### src/rtl/ttt_pkg.sv
// Shared types and encodings for the tic-tac-toe turn sequencer and its helpers.
// Latency: n/a (types, constants and a pure function only).
// Backpressure: n/a.
package ttt_pkg;

    typedef enum logic [2:0] {
        IDLE,
        WAIT_KEY,
        PLACE,
        CHECK,
        OVER
    } state_t;

    localparam logic [1:0] RES_PLAY = 2'b00;
    localparam logic [1:0] RES_XWIN = 2'b01;
    localparam logic [1:0] RES_OWIN = 2'b10;
    localparam logic [1:0] RES_DRAW = 2'b11;

    localparam logic [1:0] CELL_EMPTY = 2'b00;
    localparam logic [1:0] CELL_X     = 2'b01;
    localparam logic [1:0] CELL_O     = 2'b10;

    localparam logic [3:0] MAX_MOVES = 4'd9;

    // Cell k (1..9, row-major from top-left) lives at board[19-2k : 18-2k];
    // this returns the low bit index 18-2k.
    function automatic logic [4:0] cell_lsb(input logic [3:0] k);
        return 5'd18 - {k, 1'b0};
    endfunction

endpackage

### src/rtl/ttt_game_ctrl_if.sv
// Key-event inputs and board/status outputs of the turn sequencer.
// Latency: n/a (signal bundle only).
// Backpressure: none; key events are single-cycle pulses and are dropped when not accepted.
// Ports: start, key_valid, key_code[3:0] (master -> slave);
//        board[17:0], turn_o, result[1:0], in_game, move_err (slave -> master).
interface ttt_game_ctrl_if;
    logic        start;
    logic        key_valid;
    logic [3:0]  key_code;
    logic [17:0] board;
    logic        turn_o;
    logic [1:0]  result;
    logic        in_game;
    logic        move_err;

    modport master (
        output start, key_valid, key_code,
        input  board, turn_o, result, in_game, move_err
    );

    modport slave (
        input  start, key_valid, key_code,
        output board, turn_o, result, in_game, move_err
    );
endinterface

### src/rtl/ttt_line_check.sv
// Combinational three-in-a-row detector for one player over the 18-bit board.
// Latency: 0 cycles (pure combinational).
// Backpressure: none.
// Ports: i_board[17:0] board vector, i_player (1 = O, 0 = X), o_win line complete.
module ttt_line_check
    import ttt_pkg::*;
(
    input  logic [17:0] i_board,
    input  logic        i_player,
    output logic        o_win
);

    logic [1:0] w_code;
    logic [8:0] w_m;    // w_m[i] : cell i+1 holds the player's stone

    assign w_code = i_player ? CELL_O : CELL_X;

    for (genvar g = 0; g < 9; g++) begin : g_cell
        assign w_m[g] = (i_board[cell_lsb(4'(g + 1)) +: 2] == w_code);
    end

    assign o_win = (w_m[0] & w_m[1] & w_m[2]) |
                   (w_m[3] & w_m[4] & w_m[5]) |
                   (w_m[6] & w_m[7] & w_m[8]) |
                   (w_m[0] & w_m[3] & w_m[6]) |
                   (w_m[1] & w_m[4] & w_m[7]) |
                   (w_m[2] & w_m[5] & w_m[8]) |
                   (w_m[0] & w_m[4] & w_m[8]) |
                   (w_m[2] & w_m[4] & w_m[6]);

endmodule

### src/rtl/ttt_game_ctrl.sv
// Tic-tac-toe turn sequencer: validates key moves, commits stones, scores win/draw, alternates players.
// Latency: legal key at edge t -> board after t+1, result/turn_o after t+2; move_err the cycle after t.
// Backpressure: none; keys outside WAIT_KEY are dropped, so keys must be spaced at least 3 cycles.
// Ports: clk, rst (async active-high), ttt_bus (slave modport of ttt_game_ctrl_if).
module ttt_game_ctrl
    import ttt_pkg::*;
(
    input  logic            clk,
    input  logic            rst,
    ttt_game_ctrl_if.slave  ttt_bus
);

    state_t      r_state;
    state_t      w_state_nxt;
    logic [17:0] r_board;
    logic        r_turn_o;
    logic [1:0]  r_result;
    logic        r_move_err;
    logic [3:0]  r_cnt;
    logic [3:0]  r_cell;
    logic        w_win;
    logic        w_key_ok;
    logic        w_in_game;

    // r_turn_o has not toggled yet in CHECK, so it names the player who just moved.
    ttt_line_check u_line_check (
        .i_board  (r_board),
        .i_player (r_turn_o),
        .o_win    (w_win)
    );

    // Only codes 1..9 can match here, so out-of-range codes fall through as illegal.
    always_comb begin
        w_key_ok = 1'b0;
        for (int k = 1; k <= 9; k++) begin
            if (ttt_bus.key_code == 4'(k)) begin
                w_key_ok = (r_board[cell_lsb(4'(k)) +: 2] == CELL_EMPTY);
            end
        end
    end

    // State register
    always_ff @(posedge clk or posedge rst) begin
        if (rst) begin
            r_state <= IDLE;
        end else begin
            r_state <= w_state_nxt;
        end
    end

    // Next-state logic; start overrides everything, including a same-cycle key.
    always_comb begin
        w_state_nxt = r_state;
        if (ttt_bus.start) begin
            w_state_nxt = WAIT_KEY;
        end else begin
            case (r_state)
                IDLE:     w_state_nxt = IDLE;
                WAIT_KEY: if (ttt_bus.key_valid && w_key_ok) w_state_nxt = PLACE;
                PLACE:    w_state_nxt = CHECK;
                CHECK:    w_state_nxt = (w_win || r_cnt == MAX_MOVES) ? OVER : WAIT_KEY;
                OVER:     w_state_nxt = OVER;
                default:  w_state_nxt = IDLE;
            endcase
        end
    end

    // State-decoded outputs
    always_comb begin
        w_in_game = (r_state == WAIT_KEY) || (r_state == PLACE) || (r_state == CHECK);
    end

    // Registered datapath: board, turn, result, move counter, error pulse.
    always_ff @(posedge clk or posedge rst) begin
        if (rst) begin
            r_board    <= '0;
            r_turn_o   <= 1'b0;
            r_result   <= RES_PLAY;
            r_move_err <= 1'b0;
            r_cnt      <= '0;
            r_cell     <= '0;
        end else begin
            r_move_err <= 1'b0;
            if (ttt_bus.start) begin
                r_board  <= '0;
                r_turn_o <= 1'b0;
                r_result <= RES_PLAY;
                r_cnt    <= '0;
            end else begin
                case (r_state)
                    WAIT_KEY: begin
                        if (ttt_bus.key_valid) begin
                            if (w_key_ok) r_cell <= ttt_bus.key_code;
                            else          r_move_err <= 1'b1;
                        end
                    end
                    PLACE: begin
                        r_board[cell_lsb(r_cell) +: 2] <= r_turn_o ? CELL_O : CELL_X;
                        r_cnt <= (r_cnt == MAX_MOVES) ? MAX_MOVES : r_cnt + 4'd1;
                    end
                    CHECK: begin
                        // Win is tested before the move count so a ninth-move win is not a draw.
                        if (w_win)                   r_result <= r_turn_o ? RES_OWIN : RES_XWIN;
                        else if (r_cnt == MAX_MOVES) r_result <= RES_DRAW;
                        else                         r_turn_o <= ~r_turn_o;
                    end
                    default: ;
                endcase
            end
        end
    end

    assign ttt_bus.board    = r_board;
    assign ttt_bus.turn_o   = r_turn_o;
    assign ttt_bus.result   = r_result;
    assign ttt_bus.move_err = r_move_err;
    assign ttt_bus.in_game  = w_in_game;

endmodule
### src/flat_wrapper.sv
// flat-port wrapper written by rule: the top's interface ports become plain ports
module ttt_game_ctrl_flat import ttt_pkg::*;
  (clk, rst, ttt_bus_start, ttt_bus_key_valid, ttt_bus_key_code, ttt_bus_board, ttt_bus_turn_o, ttt_bus_result, ttt_bus_in_game, ttt_bus_move_err);
  ttt_game_ctrl_if ttt_bus_i ();
  input  logic clk;
  input  logic rst;
  input wire logic [$bits(ttt_bus_i.start)-1:0] ttt_bus_start;
  input wire logic [$bits(ttt_bus_i.key_valid)-1:0] ttt_bus_key_valid;
  input wire logic [$bits(ttt_bus_i.key_code)-1:0] ttt_bus_key_code;
  output wire logic [$bits(ttt_bus_i.board)-1:0] ttt_bus_board;
  output wire logic [$bits(ttt_bus_i.turn_o)-1:0] ttt_bus_turn_o;
  output wire logic [$bits(ttt_bus_i.result)-1:0] ttt_bus_result;
  output wire logic [$bits(ttt_bus_i.in_game)-1:0] ttt_bus_in_game;
  output wire logic [$bits(ttt_bus_i.move_err)-1:0] ttt_bus_move_err;
  assign ttt_bus_i.start = ttt_bus_start;
  assign ttt_bus_i.key_valid = ttt_bus_key_valid;
  assign ttt_bus_i.key_code = ttt_bus_key_code;
  assign ttt_bus_board = ttt_bus_i.board;
  assign ttt_bus_turn_o = ttt_bus_i.turn_o;
  assign ttt_bus_result = ttt_bus_i.result;
  assign ttt_bus_in_game = ttt_bus_i.in_game;
  assign ttt_bus_move_err = ttt_bus_i.move_err;
  ttt_game_ctrl u_core (.clk(clk), .rst(rst), .ttt_bus(ttt_bus_i));
endmodule
### config.mk
export PLATFORM = sky130hd
export DESIGN_NAME = ttt_game_ctrl_flat
export DESIGN_NICKNAME = d
export VERILOG_FILES = /design/src/rtl/ttt_pkg.sv /design/src/rtl/ttt_game_ctrl_if.sv /design/src/rtl/ttt_line_check.sv /design/src/rtl/ttt_game_ctrl.sv /design/src/flat_wrapper.sv
export SDC_FILE = /design/constraint.sdc
export NUM_CORES = 1
export LEC_CHECK = 0
export ABC_AREA = 1
export ABC_CLOCK_PERIOD_IN_PS = 2650
export CORE_AREA = 4 4 71 73
export DETAILED_ROUTE_END_ITERATION = 7
export DIE_AREA = 0 0 75 77
export HOLD_SLACK_MARGIN = 0.15
export PLACE_DENSITY = 0.78
export SLEW_MARGIN = 0
export SYNTH_ARGS = -nofsm -noshare
export SYNTH_HDL_FRONTEND = slang
export SYNTH_SLANG_ARGS = --single-unit
### constraint.sdc
create_clock -name clk -period 2.65 [get_ports clk]
set_input_delay 0.265 -clock clk [delete_from_list [all_inputs] [get_ports clk]]
set_output_delay 0.265 -clock clk [all_outputs]
set_load 0.1 [all_outputs]
==> summary.log <==
[clock_network] number of H-tree levels 2
[clock_network] clock root buffer clkbuf_8
[sta] total negative slack for setup checks 0 ns
[grt] first-pass GRT wire length 9690 µm
[synth] synthesized netlist cell count 328
[sta] Final setup violation count 0
[sta] final worst hold slack 0.366 ns
[power] power density cells 748 nW/µm²
[critical_path] Data required, critical path 2.82 ns
[finish] count of non-filler cells in the finished layout 415
[critical_path] endpoint of the worst setup timing path u_core.ttt_bus.board[14]
[die] Die Ht 77 µm
[critical_path] launch instance of the worst register-to-register path u_core.r_cell[1]
[critical_path] cells traversed along the worst timing path inv_1 -> ha_1 -> ha_1 -> inv_1 -> nand3_1 -> nand2_2 -> inv_2 -> nand2_1 -> nor2_1 -> o21ai_1 -> nand2_1 -> o21ai_1
[finish] fraction of layout cells with a size suffix above 1 15.2%
[finish] number of diodes 0
[critical_path] longest individual stage delay on the worst path 0.37 ns
[sta] Final Max Tran Viols 0
[die] area of the die 5780 µm²
[sta] transition time of the tightest slew-check pin 0.561 ns
[grt] number of antenna violations at the first check in global routing 0
[critical_path] worst reg-to-reg path cell count 12
[power] Leakage 1.34 nW
[synth] number of enable flip-flop cells after synthesis 0
[finish] commonest non-fill, non-tap cells in the layout nand2_1 (79), inv_1 (54), nor2_1 (34), dfrtp_1 (33), buf_4 (27)
[min_path] worst hold path type in -> async
[grt] pin count of the biggest net entering global routing 34
[synth] post-synthesis net count 344
[critical_path] capturing point of the worst reg2reg path u_core.ttt_bus.board[14]
[finish] Final Util 61.0%
[routing] via count 2238
[clock_network] count of hold-fix buffers inserted at cts 0
[sta] Final Hold Vio Count 0
[routing] Post-Route WL 5560 µm
[synth] Cell variety after synth 35
[power] total power after layout 1.98 mW
[sta] smallest setup slack after layout 0.543 ns
[clock_network] TritonCTS buffer count 5
[place] Worst Setup Slack post-DPL 0.575 ns
[critical_path] cell family with most CP delay simple AND/OR/NAND/NOR gates
[routing] DR WL/cell 13.4 µm
[grt] via count of the first global-routing pass 2102
[grt] Overall Global Routing Usage 21.4%
[finish] most common cell after layout, fill and taps aside nand2_1
[critical_path] first element of the critical path u_core.r_cell[1]
[clock_network] number of buffers between clock root and the deepest sink 2
[finish] post-layout instance area 2660 µm²
[place] number of cells in the design after placement 407
[die] overall die width 75 µm
[critical_path] sum of buffers and inverters on the critical path 3
[synth] Synth Warn # 0
[synth] most used flip-flop cell after synthesis dfrtp_1
[routing] Detailed Routing Iterations Pass 1 5
[synth] share of flip-flops with an asynchronous set or reset after synthesis 100%
[place] final RePlAce weighted congestion 0.894
[critical_path] endpoint type of the worst setup path flip-flop
[sta] Final Cycle Share 79.5%
[flow_run] # Max-Cap Violations 0
[power] largest voltage drop on the vdd net 0.491 mV
[synth] netlist area before placement 2290 µm²
[critical_path] WS Path Type reg -> reg
[clock_network] CTS tree built
[sta] worst rel slew slack 62.5%
[synth] Seq cells post-synth 33
[sta] achievable clock frequency 0.475 GHz
[finish] layout overhead on the synthesized area 15.8%
[synth] post-synthesis sequential area ratio 36.0%
[synth] mean post-synth cell area 6.99 µm²
[die] area of the core 4350 µm²
[critical_path] maximum net fanout on the critical path 5
[critical_path] WP data arrival 2.27 ns
[routing] count of unresolved DRC violations after routing 0
[place] input/output buffers 30
[sta] Worst Skew 0.00650 ns
[routing] Final ANT Viol Nets 0
[sta] setup repair after global routing missed its margin false
[die] number of standard-cell rows in the floorplan 24
[clock_network] insertion delay of the later-clocked pin in the worst-skew pair 0.29 ns
[outcome] outcome finished, final reports clean
[sta] time the worst path needs with I/O delays and setup 2.11 ns
[finish] final net count 378
[critical_path] cell with the biggest individual delay on the critical path dfrtp_1
[critical_path] reg-to-reg slack, setup 0.54 ns
[clock_network] clock-pin slew of the registers on the worst-case setup and hold paths 0.07 ns
[critical_path] Worst path depth 12
[grt] leftover overflow at the end of global routing 0
[routing] via density per instance 5.39
[routing] Iteration-0 DRC Markers 138
[die] io pins 31
[die] starting density of the core 52.6%
[clock_network] Post-CTS Repair Setup Buffers 0
[clock_network] sinks on the clock net 33
[clock_network] count of instances resized after the clock tree is built 0
[place] sum of net half-perimeters after detailed placement 4370 µm
[place] Placed Area 2570 µm²
[critical_path] Critical Path Source Type flip-flop
cells by family (layout without fill, tap and decap cells):
| group | Yosys count | count (layout) | share of synthesized area [%] |
|---|---|---|---|
| AO/OA/AOI/OAI | 49 | 49 | 13.0 |
| buffers and inverters | 64 | 99 | 12.0 |
| adder cells (fa/ha/maj) | 8 | 8 | 4.37 |
| XOR/XNOR | 2 | 2 | 0.764 |
| AND/OR/NAND/NOR | 172 | 172 | 33.9 |
| flip-flops | 33 | 33 | 36.0 |
worst reg2reg max path, cell delays in order, from the launching register on:
cell and delay [ns]:
dfrtp_1 0.37, inv_1 0.10, ha_1 0.24, ha_1 0.33, inv_1 0.05, nand3_1 0.07
nand2_2 0.09, inv_2 0.11, nand2_1 0.11, nor2_1 0.22, o21ai_1 0.15, nand2_1 0.09
o21ai_1 0.06
area by class of cell:
class | instances | area [µm²]
Fill cell | 422 | 1700
Multi-Input combinational cell | 231 | 1190
Sequential cell | 33 | 826
Timing Repair Buffer | 34 | 273
Inverter | 57 | 216
Clock buffer | 6 | 72.6
Tap cell | 52 | 65.1
Clock inverter | 2 | 10.0
registers in the layout (all words and copies together) (netlist names):
register and flops:
u_core.r_cnt 4, u_core.ttt_bus.turn_o 1, u_core.ttt_bus.move_err 1, u_core.r_cell 4
u_core.ttt_bus.result 2, u_core.r_state 3, u_core.ttt_bus.board 18
per-layer routing:
| layer | vias up | global-route usage [%] | share of wire (%) |
|---|---|---|---|
| li1 | 1128 | - | - |
| met2 | 86 | 32.6 | 46 |
| met5 | - | 0 | 0 |
| met4 | 0 | 6.58 | 2.2 |
| met1 | 1012 | 30.5 | 45 |
| met3 | 12 | 3.92 | 7.1 |
report_power, final:
part | switching, mW | internal (mW)
registers | 0.0654 | 0.555
logic | 0.731 | 0.266
clock network | 0.185 | 0.182
worst min-delay path by stage:
| stage | slack (ns) | end | depth (start not counted) |
|---|---|---|---|
| 3_5_place_dp | 0.51 | u_core.ttt_bus.result[1] | 2 |
| 5_1_grt | 0.42 | u_core.r_cnt[0] | 3 |
| 4_1_cts | 0.39 | u_core.r_state[1] | 3 |
| 3_3_place_gp | 0.50 | u_core.ttt_bus.result[0] | 2 |
| 6_report | 0.37 | u_core.r_cnt[0] | 3 |
| 2_1_floorplan | 0.39 | u_core.r_cell[0] | 1 |
Yosys cell counts (all sizes together), types with 2 or more instances:
library cell	count	area, µm²
o21ai	27	139
nor2	37	156
o31ai	3	46.3
buf	6	53.8
nor4	2	12.5
nor3	9	45.0
nand4	15	100
dfrtp	33	826
ha	8	100
nand3	21	110
a21oi	14	73.8
nand2	87	347
inv	57	216
(Power assumes the default switching activity.)
==> RTL change 1 (config.mk and constraints unchanged) <==
The 5 states of `state_t` get a one-hot encoding in 5 bits.
--- a/src/rtl/ttt_pkg.sv
+++ b/src/rtl/ttt_pkg.sv
@@ -3,12 +3,12 @@
 // Backpressure: n/a.
 package ttt_pkg;
 
-    typedef enum logic [2:0] {
-        IDLE,
-        WAIT_KEY,
-        PLACE,
-        CHECK,
-        OVER
+    typedef enum logic [4:0] {
+        IDLE     = 5'b00001,
+        WAIT_KEY = 5'b00010,
+        PLACE    = 5'b00100,
+        CHECK    = 5'b01000,
+        OVER     = 5'b10000
     } state_t;
 
     localparam logic [1:0] RES_PLAY = 2'b00;
Behaviour: no difference found for any inputs over 10 cycles, from zero or initial values and one cycle with rst high; not proved beyond that.
==> RTL change 1 against the unedited design <==
Critical path type is now flip-flop to output port. Power fell by 13%. Non-clock buffer count rose by 1. First-iteration DRC count rose by 57%. Global-route usage rose by 1.0 points. Sequential cell count rose by 2. Synthesized area rose by 3.9%. Routed wire length rose by 5.8%. Worst setup slack improved by 17 ps. Worst hold slack improved by 26 ps. Largest cell class unchanged. Design area rose by 4.4%.
==> RTL change 1: results <==
[status]
status = finished, final reports clean

[global_routing]
grt_pass1_wl_mm = 10.2
grt_use_met2_pct = 34.8
grt.total_usage_pct = 22.4
grt_max_degree = 36

[placed_design]
gp_congestion = 0.930
dpl.cell_count = 408
place_ws_ps = 586

[worst_setup_path]
r2r_slack_ps = 600
reg2regPathDepth = 9
critPathLaunch = u_core.r_state[1]
endpoint = ttt_bus_in_game
path_max_fanout = 6

[cells_and_area]
multi_input_gates = 238
buffers_excl_clock = 35
final_cells = 416
fillers = 394
multi_input_area_share_pct = 45.2
fin_nets = 379

[drt]
viasPerCell = 5.42
drtPass1Iterations = 4
drtIter0Drc = 217
wl_met2_mm = 2.79

[synthesis]
avgSynthCellArea_sq_um = 7.26
yosys-top-cells-area = dfrtp_1 36%, nand2_1 14%, inv_1 7.1%
synth.top_cells.by_count = 92 x nand2_1, 45 x inv_1, 34 x dfrtp_1, 25 x nand3_1, 21 x nor2_1

[pwr]
power.internal_mw = 1.03
ir_worst_vdd_mv = 0.392

[timing]
max_slew_margin_pct = 55.1
layout_min_cycle_time_ps = 2090

[clock_tree]
clock-sinks = 35
==> RTL change 1: changes by cell type after synthesis, moves of 8 or more <==
cell     before  now
nand2_1      79   92
nor2_1       34   21
o21ai_1      13    1
inv_1        54   45
nor2_2        1    9
==> RTL change 1: cell families (layout without fill, tap and decap cells) <==
family	after synthesis	after routing	synth area share, %
buffers and inverters	55	91	10.6
and+or+nand+nor	187	187	37.2
AOI/OAI and AO/OA	41	41	10.5
adders and majority gates	8	8	4.20
DFF	35	35	36.8
xor gates and xnor gates	2	2	0.735
==> RTL change 1: worst min path at each step <==
stage,startpoint,to,depth (start not counted)
floorplan,ttt_bus_start,u_core.r_state[3],1
global placement,u_core.ttt_bus.result[1],u_core.ttt_bus.result[1],2
detailed placement,u_core.ttt_bus.result[0],u_core.ttt_bus.result[0],2
CTS,rst,u_core.r_cnt[2],3
global route,rst,u_core.r_cnt[0],3
finish,rst,u_core.r_cell[2],3
==> RTL change 2 (config.mk and constraints unchanged) <==
Made on the original files. `MAX_MOVES`: 4'd9 -> 4'd4.
--- a/src/rtl/ttt_pkg.sv
+++ b/src/rtl/ttt_pkg.sv
@@ -20,7 +20,7 @@
     localparam logic [1:0] CELL_X     = 2'b01;
     localparam logic [1:0] CELL_O     = 2'b10;
 
-    localparam logic [3:0] MAX_MOVES = 4'd9;
+    localparam logic [3:0] MAX_MOVES = 4'd4;
 
     // Cell k (1..9, row-major from top-left) lives at board[19-2k : 18-2k];
     // this returns the low bit index 18-2k.
Function: no difference found for any inputs over 10 cycles, from zero or initial values and one cycle with rst high; that may be too few to reach the edited logic, so the function may still have changed.
==> RTL change 2 against the unedited design <==
Critical path depth did not move. Routed wire length rose by 6.8%. Power rose by 11%. Clock power fell by 2%. Worst setup slack got worse by 68 ps. Critical endpoint is now u_core.ttt_bus.board[6]. Design area rose by 1.6%. Highest routed layer unchanged. Synthesized cell count rose by 0.91%. Utilization rose by 0.98 points. Sequential cell count did not move. Die area did not move. Synthesized area rose by 1.3%. Clock skew barely moved. Via count rose by 3.1%.
==> RTL change 2: results <==
[drt]
drtIter0Drc = 184
finalWirelength_mm = 5.94
met1_length_mm = 2.70
viasPerCell = 5.51
drtPass1Iterations = 4
wl_met3_um = 359
via_count = 2307
route.top_layer_used = met4
wl_met2_mm = 2.75

[global_routing]
grt_util_met1_pct = 29.8
grt_max_degree = 34
globalRouteMet3Util_pct = 4.18
grt_pass1_wl_mm = 9.91
grt.total_usage_pct = 22.0
grt_pass1_vias = 2174
antenna_found_initial = 0
grt_use_met2_pct = 34.8

[clock_tree]
cts-buffers-inserted = 5
cts_root_buffer = clkbuf_8
htreeDepth = 2
ctsResizeCount = 0
clk_latency_ps = 280
path_clk_slew_ps = 70

[worst_setup_path]
cp_slowest_cell = dfrtp_1
worstPathArrival_ps = 2380
r2r_slack_ps = 470
worst_path_largest_cell_delay_ps = 390
path_max_fanout = 6
path_delay_family = adder cells

[placed_design]
place_area_sq_mm = 0.00262
place_ws_ps = 527
hpwl_mm = 4.62
io_buffers = 30
gp_congestion = 0.943
dpl.cell_count = 411

[cells_and_area]
largest_reg_flops = 18
fin_nets = 382
multiInputGateArea_sq_mm = 0.00123
drive_above_1_share_pct = 15.0
fillers = 406
num_antenna_cells = 0

[synthesis]
syn_nets = 347
syn_inst = 331
seq_area_frac_synth_pct = 35.6
yosys-top-cells-area = dfrtp_1 36%, nand2_1 14%, inv_1 8.4%
netlist-cell-type-count = 37
synth.top_cells.by_count = 87 x nand2_1, 52 x inv_1, 33 x dfrtp_1, 26 x o21ai_0
synth_top_flop_cell = dfrtp_1

[timing]
fin_hold_ws_ps = 366
max_slew_margin_pct = 72.2
fin_worst_skew_ps = 6.03
fmax_mhz = 460

[status]
status = finished, final reports clean

[pwr]
ir_worst_vdd_mv = 0.458
power.internal_mw = 1.06
power_leakage_nw = 1.38
==> RTL change 2: cell count changes in the layout (fill, tap and decap cells not counted), moves of 4 or more <==
cell	delta
o21ai_0	+13
o21ai_1	-11
nor2_1	-10
nand2_1	+8
a21oi_1	-6
nand3_1	+4
==> RTL change 2: worst min-delay path: cells and delay by family <==
family,cells,cell delay (ps)
buffers and inverters,3,810
==> RTL change 2: area by class of cell <==
type                    instances  area share (%)
multi-input cells             235            45.6
flip-flops and latches         33            30.6
repair buffers                 35            10.4
inverters                      56            7.88
clock buffers                   6            2.69
well taps                      52            2.41
clock inverters                 2           0.371
==> RTL change 2: worst paths after layout <==
path / from / endpoint
worst max register to register: u_core.r_cell[1] / u_core.ttt_bus.board[6]
worst min register to register: u_core.ttt_bus.result[1] / u_core.ttt_bus.result[1]
max in group asynchronous: rst / u_core.ttt_bus.board[9]
min in group clk: u_core.ttt_bus.result[1] / u_core.ttt_bus.result[1]
worst min-delay path: rst / u_core.ttt_bus.board[15]
worst max-delay path: u_core.r_cell[1] / u_core.ttt_bus.board[6]
==> RTL change 2: logic make-up (layout without fill, tap and decap cells) <==
family,after synthesis,after routing,synth area share [%]
buffers and inverters,63,99,11.4
XOR/XNOR,3,3,1.46
adder cells (fa/ha/maj),8,8,4.31
AND/OR/NAND/NOR,172,172,33.4
flip-flops,33,33,35.6
AO/OA/AOI/OAI,52,52,13.8
==> RTL change 2: power by group through the flow <==
stage	logic, mW	registers, mW	clock network (mW)
6_report	1.20	0.636	0.360
5_1_grt	1.32	0.648	0.402
4_1_cts	1.18	0.635	0.372
3_5_place_dp	1.17	0.644	0
3_3_place_gp	1.15	0.644	0
2_1_floorplan	0.808	0.763	0
